===== src/rtl/reaction_pkg.sv =====
// Shared types and constants for the reaction-test game: FSM states,
// segment patterns, LFSR definition and the BCD magnitude compare.
package reaction_pkg;

  typedef enum logic [2:0] {
    S_IDLE,
    S_WAIT,
    S_GO,
    S_DONE,
    S_FALSE
  } state_t;

  localparam logic [6:0]  SEG_BLANK = 7'h7F;
  localparam logic [6:0]  SEG_DASH  = 7'h3F;

  localparam logic [15:0] LFSR_SEED = 16'hACE1;
  // Taps 16,14,13,11 expressed as bit positions 15,13,12,10.
  localparam logic [15:0] LFSR_TAPS = 16'hB400;

  // Numeric compare of up to 8 BCD digits, most significant digit first.
  function automatic logic bcd_less(input logic [31:0] a, input logic [31:0] b);
    logic decided;
    logic lt;
    int unsigned idx;
    decided = 1'b0;
    lt      = 1'b0;
    for (int unsigned k = 0; k < 8; k++) begin
      idx = 7 - k;
      if (!decided && (a[4*idx +: 4] != b[4*idx +: 4])) begin
        lt      = (a[4*idx +: 4] < b[4*idx +: 4]);
        decided = 1'b1;
      end
    end
    return lt;
  endfunction

endpackage


===== src/rtl/bcd_to_7seg.sv =====
// One BCD digit to active-low 7-segment pattern (gfedcba); non-decimal
// codes show blank.
module bcd_to_7seg
  import reaction_pkg::*;
(
  input  logic [3:0] bcd,
  output logic [6:0] seg
);

  always_comb begin
    case (bcd)
      4'd0:    seg = 7'h40;
      4'd1:    seg = 7'h79;
      4'd2:    seg = 7'h24;
      4'd3:    seg = 7'h30;
      4'd4:    seg = 7'h19;
      4'd5:    seg = 7'h12;
      4'd6:    seg = 7'h02;
      4'd7:    seg = 7'h78;
      4'd8:    seg = 7'h00;
      4'd9:    seg = 7'h10;
      default: seg = SEG_BLANK;
    endcase
  end

endmodule


===== src/rtl/reaction_tester.sv =====
// Single-button reaction-test game: random pre-stimulus wait, false-start
// detection, BCD millisecond timing, best-time tracking and 7-seg drive.
module reaction_tester
  import reaction_pkg::*;
#(
  parameter int TICK_DIV    = 10000,
  parameter int DIGITS      = 4,
  parameter int MIN_WAIT_MS = 1000,
  parameter int RAND_BITS   = 10
) (
  input  logic                  clk,
  input  logic                  rst_n,
  input  logic                  btn,
  input  logic                  clear_best,
  output logic                  led,
  output logic [4*DIGITS-1:0]   result,
  output logic [4*DIGITS-1:0]   best,
  output logic                  false_start,
  output logic                  timeout,
  output logic [7*DIGITS-1:0]   seg
);

  localparam int PW = (TICK_DIV > 2) ? $clog2(TICK_DIV) : 1;
  localparam int WW = $clog2(MIN_WAIT_MS + 2**RAND_BITS) + 1;
  localparam int BW = 4 * DIGITS;
  localparam logic [BW-1:0] ALL9 = {DIGITS{4'h9}};

  state_t            state, nxt;
  logic [PW-1:0]     presc;
  logic              tick;
  logic [WW-1:0]     wait_cnt;
  logic [BW-1:0]     cnt, cnt_inc;
  logic [15:0]       lfsr;
  logic              press_ok, sat;
  logic [BW-1:0]     seg_src;
  logic [7*DIGITS-1:0] dig_seg;

  assign tick = (presc == PW'(TICK_DIV - 1));

  always_comb begin
    nxt      = state;
    press_ok = 1'b0;
    sat      = 1'b0;
    case (state)
      S_IDLE:  if (btn) nxt = S_WAIT;
      S_WAIT: begin
        // A press outranks a same-cycle expiring tick.
        if (btn) nxt = S_FALSE;
        else if (tick && (wait_cnt <= WW'(1))) nxt = S_GO;
      end
      S_GO: begin
        if (btn) begin
          nxt      = S_DONE;
          press_ok = 1'b1;
        end else if (tick && (cnt == ALL9)) begin
          nxt = S_DONE;
          sat = 1'b1;
        end
      end
      S_DONE, S_FALSE: if (btn) nxt = S_WAIT;
      default: nxt = S_IDLE;
    endcase
  end

  always_comb begin
    logic carry;
    logic [3:0] nib;
    cnt_inc = '0;
    carry   = 1'b1;
    for (int unsigned i = 0; i < DIGITS; i++) begin
      nib = cnt[4*i +: 4];
      if (carry) begin
        if (nib == 4'd9) nib = 4'd0;
        else begin
          nib   = nib + 4'd1;
          carry = 1'b0;
        end
      end
      cnt_inc[4*i +: 4] = nib;
    end
  end

  always_ff @(posedge clk) begin
    if (!rst_n) begin
      state       <= S_IDLE;
      presc       <= '0;
      lfsr        <= LFSR_SEED;
      wait_cnt    <= '0;
      cnt         <= '0;
      result      <= '0;
      best        <= ALL9;
      led         <= 1'b0;
      false_start <= 1'b0;
      timeout     <= 1'b0;
    end else begin
      state <= nxt;
      lfsr  <= {lfsr[14:0], ^(lfsr & LFSR_TAPS)};

      if ((nxt != state) || tick) presc <= '0;
      else                        presc <= presc + PW'(1);

      if ((nxt == S_WAIT) && (state != S_WAIT))
        wait_cnt <= WW'(MIN_WAIT_MS) + WW'(lfsr[RAND_BITS-1:0]);
      else if ((state == S_WAIT) && tick)
        wait_cnt <= wait_cnt - WW'(1);

      if ((nxt == S_GO) && (state != S_GO)) cnt <= '0;
      else if ((state == S_GO) && tick && !btn) cnt <= cnt_inc;

      if (press_ok) result <= cnt;
      else if (sat) result <= ALL9;

      if (clear_best) best <= ALL9;
      else if (press_ok && bcd_less(32'(cnt), 32'(best))) best <= cnt;

      led         <= (nxt == S_GO);
      false_start <= (nxt == S_FALSE);
      timeout     <= (nxt == S_DONE) && (sat || ((state == S_DONE) && timeout));
    end
  end

  assign seg_src = (state == S_GO) ? cnt : result;

  for (genvar g = 0; g < DIGITS; g++) begin : g_dec
    bcd_to_7seg u_dec (
      .bcd (seg_src[4*g +: 4]),
      .seg (dig_seg[7*g +: 7])
    );
  end

  always_ff @(posedge clk) begin
    if (!rst_n) begin
      seg <= {DIGITS{SEG_BLANK}};
    end else begin
      case (state)
        S_GO, S_DONE: seg <= dig_seg;
        S_FALSE:      seg <= {DIGITS{SEG_DASH}};
        default:      seg <= {DIGITS{SEG_BLANK}};
      endcase
    end
  end

endmodule


===== config.mk =====
export PLATFORM = sky130hd
export DESIGN_NAME = reaction_tester
export DESIGN_NICKNAME = d
export VERILOG_FILES = /design/src/rtl/reaction_pkg.sv /design/src/rtl/bcd_to_7seg.sv /design/src/rtl/reaction_tester.sv
export SDC_FILE = /design/constraint.sdc
export NUM_CORES = 1
export LEC_CHECK = 0
export CELL_PAD_IN_SITES_DETAIL_PLACEMENT = 2
export CELL_PAD_IN_SITES_GLOBAL_PLACEMENT = 2
export CORE_ASPECT_RATIO = 1.1
export CORE_UTILIZATION = 38
export CTS_BUF_LIST = sky130_fd_sc_hd__clkbuf_2
export DETAILED_ROUTE_END_ITERATION = 8
export PLACE_DENSITY_LB_ADDON = 0.1
export SYNTH_ARGS = -nofsm -noshare
export SYNTH_HDL_FRONTEND = slang
export SYNTH_HIERARCHICAL = 1
export SYNTH_SLANG_ARGS = --single-unit
export TNS_END_PERCENT = 30

===== constraint.sdc =====
create_clock -name clk -period 6.7 [get_ports clk]
set_clock_uncertainty 0.1 [all_clocks]
set_input_delay 1.34 -clock clk [delete_from_list [all_inputs] [get_ports clk]]
set_output_delay 1.34 -clock clk [all_outputs]
set_load 0.02 [all_outputs]

=== Yosys cells after proc, flatten, opt, wreduce, memory -nomap -nowiden ===
Memory sizes are Yosys's and may differ from the RTL's.
Index checks and enable logic that the tools add are counted.

* Bitwise operators: 1
* Multiplexer cells: 41
* Order comparisons: 5
* Reduce and logical (&&, ||, !) cells: 31
* Add/subtract/negate cells: 7
* Equal/unequal tests: 21

{| class="wikitable"
|+ Operator list
! cell !! count
|-
| $pmux 28 s2 || 1
|-
| $mux 16 || 3
|-
| $mux 1 || 25
|-
| $mux 12 || 2
|-
| $add 4x1->4 const B || 4
|-
| $eq 16x16->1 const B || 1
|-
| $eq 4x4->1 const B || 4
|-
| $lt 4x4->1 || 4
|-
| $mux 4 || 4
|-
| $ne 4x4->1 || 4
|-
| $reduce_xor 16->1 || 1
|-
| $mux 3 || 5
|-
| $add 14x1->14 const B || 1
|-
| $eq 14x14->1 const B || 1
|-
| $logic_and 1x1->1 || 13
|-
| $eq 3x2->1 const B || 4
|-
| $le 12x1->1 const B || 1
|-
| $sub 12x1->12 const B || 1
|-
| $add 10x10->11 const A || 1
|-
| $pmux 3 s3 || 1
|-
| $reduce_or 2->1 || 4
|-
| $eq 3x1->1 const B || 2
|-
| $eq 3x3->1 const B || 2
|-
| $reduce_and 2->1 || 3
|-
| 9 further kinds || 14
|}

* Logic and storage cells: 124
* Output and inout port bits: 63
* Memories kept: 4
* Flip-flop bits (word level): 124
* ROM bits: 448
* Bits of input ports: 4

{| class="wikitable"
|+ Memories
! name !! depth !! bits a word !! read ports !! clocked after memory_dff !! write ports !! RTL line !! text
|-
| (name not given) || 16 || 7 || 1 || 0 || 0 || bcd_to_7seg.sv:11 || <nowiki>case (bcd)</nowiki>
|-
| (name not given) || 16 || 7 || 1 || 0 || 0 || bcd_to_7seg.sv:11 ||
|-
| (name not given) || 16 || 7 || 1 || 0 || 0 || bcd_to_7seg.sv:11 ||
|-
| (name not given) || 16 || 7 || 1 || 0 || 0 || bcd_to_7seg.sv:11 ||
|}

=== Depth between registers and ports, before layout ===
Gate-level depths: netlist of run 1.

* Depth in word-level cells: 20
* Depth in mapped cells: 12
* Gate-level depth less buffers: 10

=== By module ===
The synthesis of run 1 kept the hierarchy.

{| class="wikitable"
|+ By module, submodules not included
! module !! cells each !! seq. area each (sq um) !! instances !! area an instance (sq um)
|-
| reaction_tester || 641 || 2,482.4 || 1 || 5,541.6
|-
| bcd_to_7seg || 33 || 0.0 || 4 || 210.2
|}

=== Worst setup path before layout of run 1 ===
No wires, ideal clock.

* Path type: input to register
* From: in btn
* To: reg best[13]
* Slack: 3,730 ps
* Data required time: 6,524 ps
* Arrival time: 2,794 ps
* Library setup time: 76 ps
* Buffers on the path: 2
* Stages: 6
* Cell sequence: buf_4 nand2_1 a2111oi_0 clkbuf_1 o21ai_0 a21boi_0

* Word-level cells in the longest chain between the ends: 3

{| class="wikitable"
|+ Ends and longest elaborated chain
! element !! RTL line !! text
|-
| from (decl) || reaction_tester.sv:13 || <nowiki>input logic btn,</nowiki>
|-
| $mux 1 || reaction_tester.sv:52 || <nowiki>if (btn) begin</nowiki>
|-
| $mux 1 || reaction_tester.sv:44 || <nowiki>case (state)</nowiki>
|-
| $logic_and 1x1->1 || reaction_tester.sv:114 || <nowiki>else if (press_ok && bcd_less(32'(cnt), 32'(best))) best <= cnt;</nowiki>
|-
| to (signal assigned) || reaction_tester.sv:114 ||
|-
| to (decl) || reaction_tester.sv:17 || <nowiki>output logic [4*DIGITS-1:0] best,</nowiki>
|}

Every way passes these cells.
A chain may end at the register's enable or synchronous reset.

=== Worst setup path after layout of run 1 ===
* From: reg state[1]
* To: reg best[9]

* Word-level cells in the longest chain between the ends: 3

{| class="wikitable"
|+ Ends and longest elaborated chain
! element !! RTL line !! text
|-
| from (decl) || reaction_tester.sv:28 || <nowiki>state_t state, nxt;</nowiki>
|-
| from (signal assigned) || reaction_tester.sv:96 || <nowiki>state <= nxt;</nowiki>
|-
| $eq 3x2->1 || reaction_tester.sv:44 ||
|-
| $mux 1 || reaction_tester.sv:44 ||
|-
| $logic_and 1x1->1 || reaction_tester.sv:114 ||
|}

Every way passes these cells.

==> summary.md, run 1 <==
| Metric | Value |
|---|---|
| Flops & latches, synth | `roughly 120` |
| Register Area | `roughly 2500 um^2` |
| Drt pass-1 iters | `6` |
| Std-Cell Core Area | `around 16,000 um^2` |
| Post-Route WL | `roughly 20,000 um` |
| Via density per instance | `5.517` |
| Fin crit period | `3738 ps` |
| Reg2reg start | `state[1]` |
| Outcome | `finished with violations` |
| Post-synth top area cell | `dfxtp_1` |
| Post-synth EDFFs | `0` |
| DRT antenna net count | `0` |
| Post-synthesis net count | `817` |
| Total die area | `17,320 um^2` |
| All-Layer GR Usage | `0.2430` |
| Final GP Congestion | `~0.84` |
| RSZ-0062 raised after global routing | `no` |
| Max Fclk | `around 270 MHz` |
| Final hold vios | `0` |
| Pre-CTS WS | `roughly 2400 ps` |
| Seq/Total Area, Yosys | `0.3889` |
| CTS tree | `yes` |
| Critical Path End Type | `flop` |
| Routed WL per cell | `between 15 and 20 um` |
| Tightest Pin Transition | `around 1100 ps` |
| Asr flop ratio synth | `0` |
| FF-to-FF End | `best[9]` |
| Cts repair resizes | `0` |
| Fin nets | `859` |
| CTS Hold Bufs | `0` |
| Slew Viols, Final | `0` |
| Area share of the largest cell type after synthesis | `0.3889` |
| Clock buffer depth | `2` |
| # fillers | `roughly 1,800` |
| Initial Util | `0.3899` |
| Num rows | `49` |
| Mapped Cells | `a little under 800` |
| CP bufs+invs | `0` |
| CTS clk-pin slew, worst paths | `190 ps` |
| CP max stage delay | `just over 800 ps` |
| Setup CP Type | `reg2reg` |
| First-pass GRT wire length | `roughly 33,000 um` |
| Clock insertion delay at the later pin of the skew report | `between 700 and 800 ps` |
| Yosys warns | `6` |
| Antenna violations before repair | `0` |
| Post-synth top cells | `124 x dfxtp_1, 78 x nor2_1, 71 x nand2_1` |
| Clock sink count | `124` |
| Worst Hold Class | `reg2reg` |
| Die X | `~130 um` |
| Area Overhead vs Synth | `15.19%` |
| Die Y | `approximately 140 um` |
| Number of global-route vias before repair | `6,161` |
| Critical path arrival | `4300 ps` |
| Critical Path Fanout Max | `29` |
| Total CTS buffers | `17` |
| Leakage | `about 2.8 nW` |
| GRT overflow | `0` |
| Violated checks | `design-rule violations` |
| Input/output buffers | `66` |
| Reg2Reg Depth | `6` |
| H-tree levels | `4` |
| Post-route setup slack | `a little under 3000 ps` |
| Final setup violation count | `0` |
| CTS root buf | `clkbuf_2` |
| Top Ports | `67` |
| Distinct cells, synth | `55` |
| Number of setup buffers added after CTS | `0` |
| Hold path startpoint | `lfsr[14]` |
| Worst vdd ir | `roughly 0.13 mV` |
| DRC violations left | `4` |
| R2R Setup Slk | `2960 ps` |
| Iteration-0 DRC Markers | `about 220` |
| # diodes | `0` |
| Largest net degree at the start of global routing | `between 40 and 50` |
| Layout cells sized above 1 | `0.06401` |
| Worst hold stages | `1` |
| Largest cells by area after synthesis | `dfxtp_1 39%, ha_1 7.8%, o21ai_0 5.1%` |
| Fin Setup TNS | `0 ps` |
| Final Cycle Share | `0.5579` |
| Top-count cell post-synth | `dfxtp_1` |
| Delay-heaviest family, CP | `simple AND/OR/NAND/NOR gates` |
| Worst Hold End | `lfsr[15]` |
| Slew headroom | `0.2383` |
| Crit path required time | `between 7000 and 8000 ps` |
| Slowest CP cell | `nor2_1` |
| Multi-input logic area | `approximately 3500 um^2` |
| # Max-Cap Violations | `0` |
| Critical-path cell list | `nand2b_1 > nor2_1 > nand2_1 > a2111oi_4 > o21ai_0 > a21boi_0` |
| Prevailing post-synth register cell | `dfxtp_1` |
| Hpwl dp | `between 10,000 and 15,000 um` |
| Mapped Area | `6382 um^2` |
| Pwr/cell area | `183.9 nW/um^2` |
| Startpoint types | `flop` |
| Mapped Avg Cell Area | `between 8 and 9 um^2` |
| Vias | `roughly 5,700` |
[cell usage in the layout, fill, tap and decap left out, drive strengths merged, types with 17 or more instances in the layout]
cell	n
clkdlybuf4s50	66
nand3	46
dfxtp	124
or3	31
xor2	20
a21oi	25
nand2	71
clkbuf	17
nor2	78
xnor2	18
o21ai	65
nand2b	28
ha	40
inv	42
[sequential cells by signal, summed over array words and instances, names as in the netlist]
signal,cells
state,3
best,16
false_start,1
timeout,1
presc,14
result,16
wait_cnt,12
cnt,16
led,1
seg,28
lfsr,16
[layer usage]
| metal | part of all wire | global-route usage | vias to the layer above |
|---|---|---|---|
| li1 | - | - | 2736 |
| met1 | 0.42 | 0.2774 | 2846 |
| met2 | 0.54 | 0.4590 | 84 |
| met3 | 0.026 | 0.03781 | 28 |
| met4 | 0.018 | 0.08808 | 0 |
| met5 | 0 | 0 | - |
[kinds of logic (layout without fill, tap and decap cells)]
| kind of cell | Yosys count | after routing | synth area share |
|---|---|---|---|
| AO/OA/AOI/OAI | 145 | 145 | 0.1464 |
| flip-flops | 124 | 124 | 0.3889 |
| multiplexers | 1 | 1 | 0.001568 |
| adder cells (fa/ha/maj) | 40 | 40 | 0.07842 |
| buffers and inverters | 88 | 143 | 0.06038 |
| AND/OR/NAND/NOR | 337 | 337 | 0.2721 |
| XOR/XNOR | 38 | 38 | 0.05215 |
[through the flow]
step	std cells	cell area, um^2	hold WS [ps]	util	power, mW
4_1_cts	1032	7340	350.0	0.4484	1.374
3_5_place_dp	1000	7099	307.8	0.4337	0.8698
5_1_grt	1032	7352	358.5	0.4491	1.415
2_1_floorplan	773	6382	286.3	-	0.8450
3_3_place_gp	1000	7099	290.8	0.4337	0.8640
6_report	1032	7352	337.3	0.4491	1.352
[report_power, final]
group	switching (mW)	leakage (nW)	internal (mW)
Sequential	0.0166	1.01	0.755
Clock	0.298	0.136	0.200
Combinational	0.0505	1.65	0.0320
Total	0.366	2.79	0.987
[worst max-delay path by stage]
stage / start / to / slack [ps] / cells past startpoint
floorplan: btn / best[13] / 3730 / 6
global placement: btn / best[13] / 2650 / 5
detailed placement: btn / best[9] / 2390 / 5
CTS: state[2] / best[9] / 2510 / 6
global route: state[1] / best[9] / 2520 / 6
finish: state[1] / best[9] / 2960 / 6
[final cells by class]
cell class	instances	area share
multi-input combinational	561	0.4806
tap	204	0.03472
timing repair buffer	69	0.09292
sequential	124	0.3376
clock inverter	15	0.02110
clock buffer	17	0.01157
inverter	42	0.02144
Power figures use the tool's default switching activity.
==> run 2: changes to the inputs <==
- CORE_UTILIZATION: 38 -> 35
- clock period: 6.7 -> 3.5 ns (I/O delays scaled with it)
==> summary.md, run 2 (synthesis results as in run 1) <==
| Metric | Value |
|---|---|
| CTS root buf | `clkbuf_2` |
| Clk pwr share | `0.369 (about the same)` |
| All-Layer GR Usage | `0.2275 (-0.01555)` |
| Largest net degree at the start of global routing | `37 (-14%)` |
| Initial Util | `0.3585 (-0.03140)` |
| Std-Cell Core Area | `17,800 um^2 (+8.8%)` |
| CTS clk-pin slew, worst paths | `190 ps (about the same)` |
| CP max stage delay | `620 ps (-200 ps)` |
| Multi-input logic area | `3521 um^2 (-0.35%)` |
| P_int | `1.902 mW (+93%)` |
| Vias | `5,733 (+0.68%)` |
| Routed WL per cell | `18.20 um (-6.3%)` |
| Hpwl dp | `15,000 um (+2.2%)` |
| Pwr/cell area | `342.7 nW/um^2 (+86%)` |
| Die Y | `143.6 um (+4.1%)` |
| Number of global-route vias before repair | `6,217 (+0.91%)` |
| DRC violations left | `0 (-4)` |
| Final Cycle Share | `0.9104 (+0.3525)` |
| Top Ports | `67 (unchanged)` |
| Worst Hold Class | `reg2reg` |
| Via density per instance | `5.250 (-4.8%)` |
| Die X | `130.8 um (+4.1%)` |
| Placed instance area | `7342 um^2 (+3.4%)` |
| Clock sink count | `124 (unchanged)` |
| Input/output buffers | `66 (unchanged)` |
| Cts repair resizes | `0 (unchanged)` |
| Area Overhead vs Synth | `18.88%` |
| Most common cell after layout, fill and taps aside | `dfxtp_1` |
| Most frequent cells in the layout | `124 x dfxtp_1, 78 x nor2_1, 71 x nand2_1` |
| Total CTS buffers | `17 (unchanged)` |
| H-tree levels | `4 (unchanged)` |
| CTS tree | `yes` |
| Combinational share of power | `0.064 (+0.003)` |
| Critical-path cell list | `or3b_1 > o21ai_0 > inv_1 > ha_1 > or2_1 > a21oi_2 > nor2_1 > or3_1` |
| Fin Setup TNS | `0 ps (unchanged)` |
| Tightest Pin Transition | `769.2 ps (-361.5 ps)` |
| Iteration-0 DRC Markers | `163 (-27%)` |
| # Max-Cap Violations | `0 (unchanged)` |
| RSZ-0062 raised after global routing | `no` |
| Final hold slack | `342.8 ps (+5.548 ps)` |
| # fillers | `2,007 (+9.2%)` |
| Largest register FFs | `28 (unchanged)` |
| GRT overflow | `0 (unchanged)` |
| Drt pass-1 iters | `4 (-2)` |
| Final hold vios | `0 (unchanged)` |
| Worst vdd ir | `0.2003 mV (+51%)` |
| Critical Path Fanout Max | `14 (-52%)` |
| Top reg by flops | `seg` |
| Reg power frac | `0.567 (-0.004)` |
| NetSw | `0.6982 mW (+91%)` |
| Outcome | `complete, no violations` |
| Switching power share of the total | `0.2685 (-0.001861)` |
| Post-Route WL | `19,870 um (-0.86%)` |
| Startpoint types | `flop` |
| Clock insertion delay at the later pin of the skew report | `740 ps (about the same)` |
| Register Area | `2482 um^2 (unchanged)` |
| Final setup violation count | `0 (unchanged)` |
| Crit path required time | `4040 ps (-3220 ps)` |
| Slowest CP cell | `or3b_1` |
| Num rows | `51 (+4.1%)` |
| Slew headroom | `0.4853 (+0.2471)` |
| Number of setup buffers added after CTS | `0 (unchanged)` |
| Critical Path End Type | `flop` |
| Critical path arrival | `3720 ps (-580 ps)` |
| Max Fclk | `313.8 MHz (+17%)` |
| Final GP Congestion | `0.8218 (-2.4%)` |
| Clock buffer depth | `2 (unchanged)` |
| Fin nets | `884 (+2.9%)` |
| CTS Hold Bufs | `0 (unchanged)` |
| Layout Cell Area excl Fill | `7587 um^2 (+3.2%)` |
| Fin crit period | `3186 ps (-551.4 ps)` |
| Setup CP Type | `reg2reg` |
| Total die area | `18,780 um^2 (+8.4%)` |
| DRT antenna net count | `0 (unchanged)` |
| Antenna violations before repair | `1 (+1)` |
| Layout cells sized above 1 | `0.09496 (+0.03095)` |
| First-pass GRT wire length | `32,540 um (-0.15%)` |
| Leakage | `2.942 nW (+5.4%)` |
| Slew Viols, Final | `0 (unchanged)` |
==> run 2: power groups by stage <==
stage,Combinational [mW],Clock (mW),Sequential (mW)
global placement,0.161,0,1.50
finish,0.167,0.959,1.47
CTS,0.172,1.01,1.48
detailed placement,0.169,0,1.50
global route,0.187,1.07,1.48
floorplan,0.122,0,1.50
==> run 2: final timing paths <==
kind,cells after the start,slack (ps),startpoint,to
setup / recovery,8,310,state[1],seg[0]
hold / removal,2,340,lfsr[2],lfsr[3]
setup reg to reg,8,310,state[1],seg[0]
hold reg to reg,2,340,lfsr[2],lfsr[3]
==> run 2: through the flow <==
step	setup WS [ps]	total power [mW]	std cells	utilization
6_report	313.7	2.600	1092	0.4262
5_1_grt	25.71	2.734	1092	0.4262
4_1_cts	327.9	2.653	1091	0.4260
3_5_place_dp	340.9	1.673	1059	0.4124
3_3_place_gp	519.1	1.663	1059	0.4124
2_1_floorplan	542.8	1.618	773	-
==> run 2: cell type report <==
cell class / instances / share of cell area
clock inverter: 14 / 0.02012
timing repair buffer: 94 / 0.1164
antenna: 1 / 0.0003298
clock buffer: 18 / 0.01187
sequential: 124 / 0.3272
tap: 238 / 0.03925
inverter: 42 / 0.02078
multi-input combinational: 561 / 0.4641
==> run 2: per-layer routing <==
metal	vias to the layer above	GRT usage	share of wire
li1	2779	-	-
met1	2858	0.2618	0.42
met2	72	0.4183	0.53
met3	24	0.03872	0.024
met4	0	0.07864	0.020
met5	-	0	0
==> run 2: worst max-delay path: cells and delay by family, from the launching register on <==
kind | cells | cell delay (ps)
AO/OA/AOI/OAI | 2 | 760
flip-flops | 1 | 510
buffers and inverters | 1 | 210
adder cells (fa/ha/maj) | 1 | 230
AND/OR/NAND/NOR | 4 | 1280
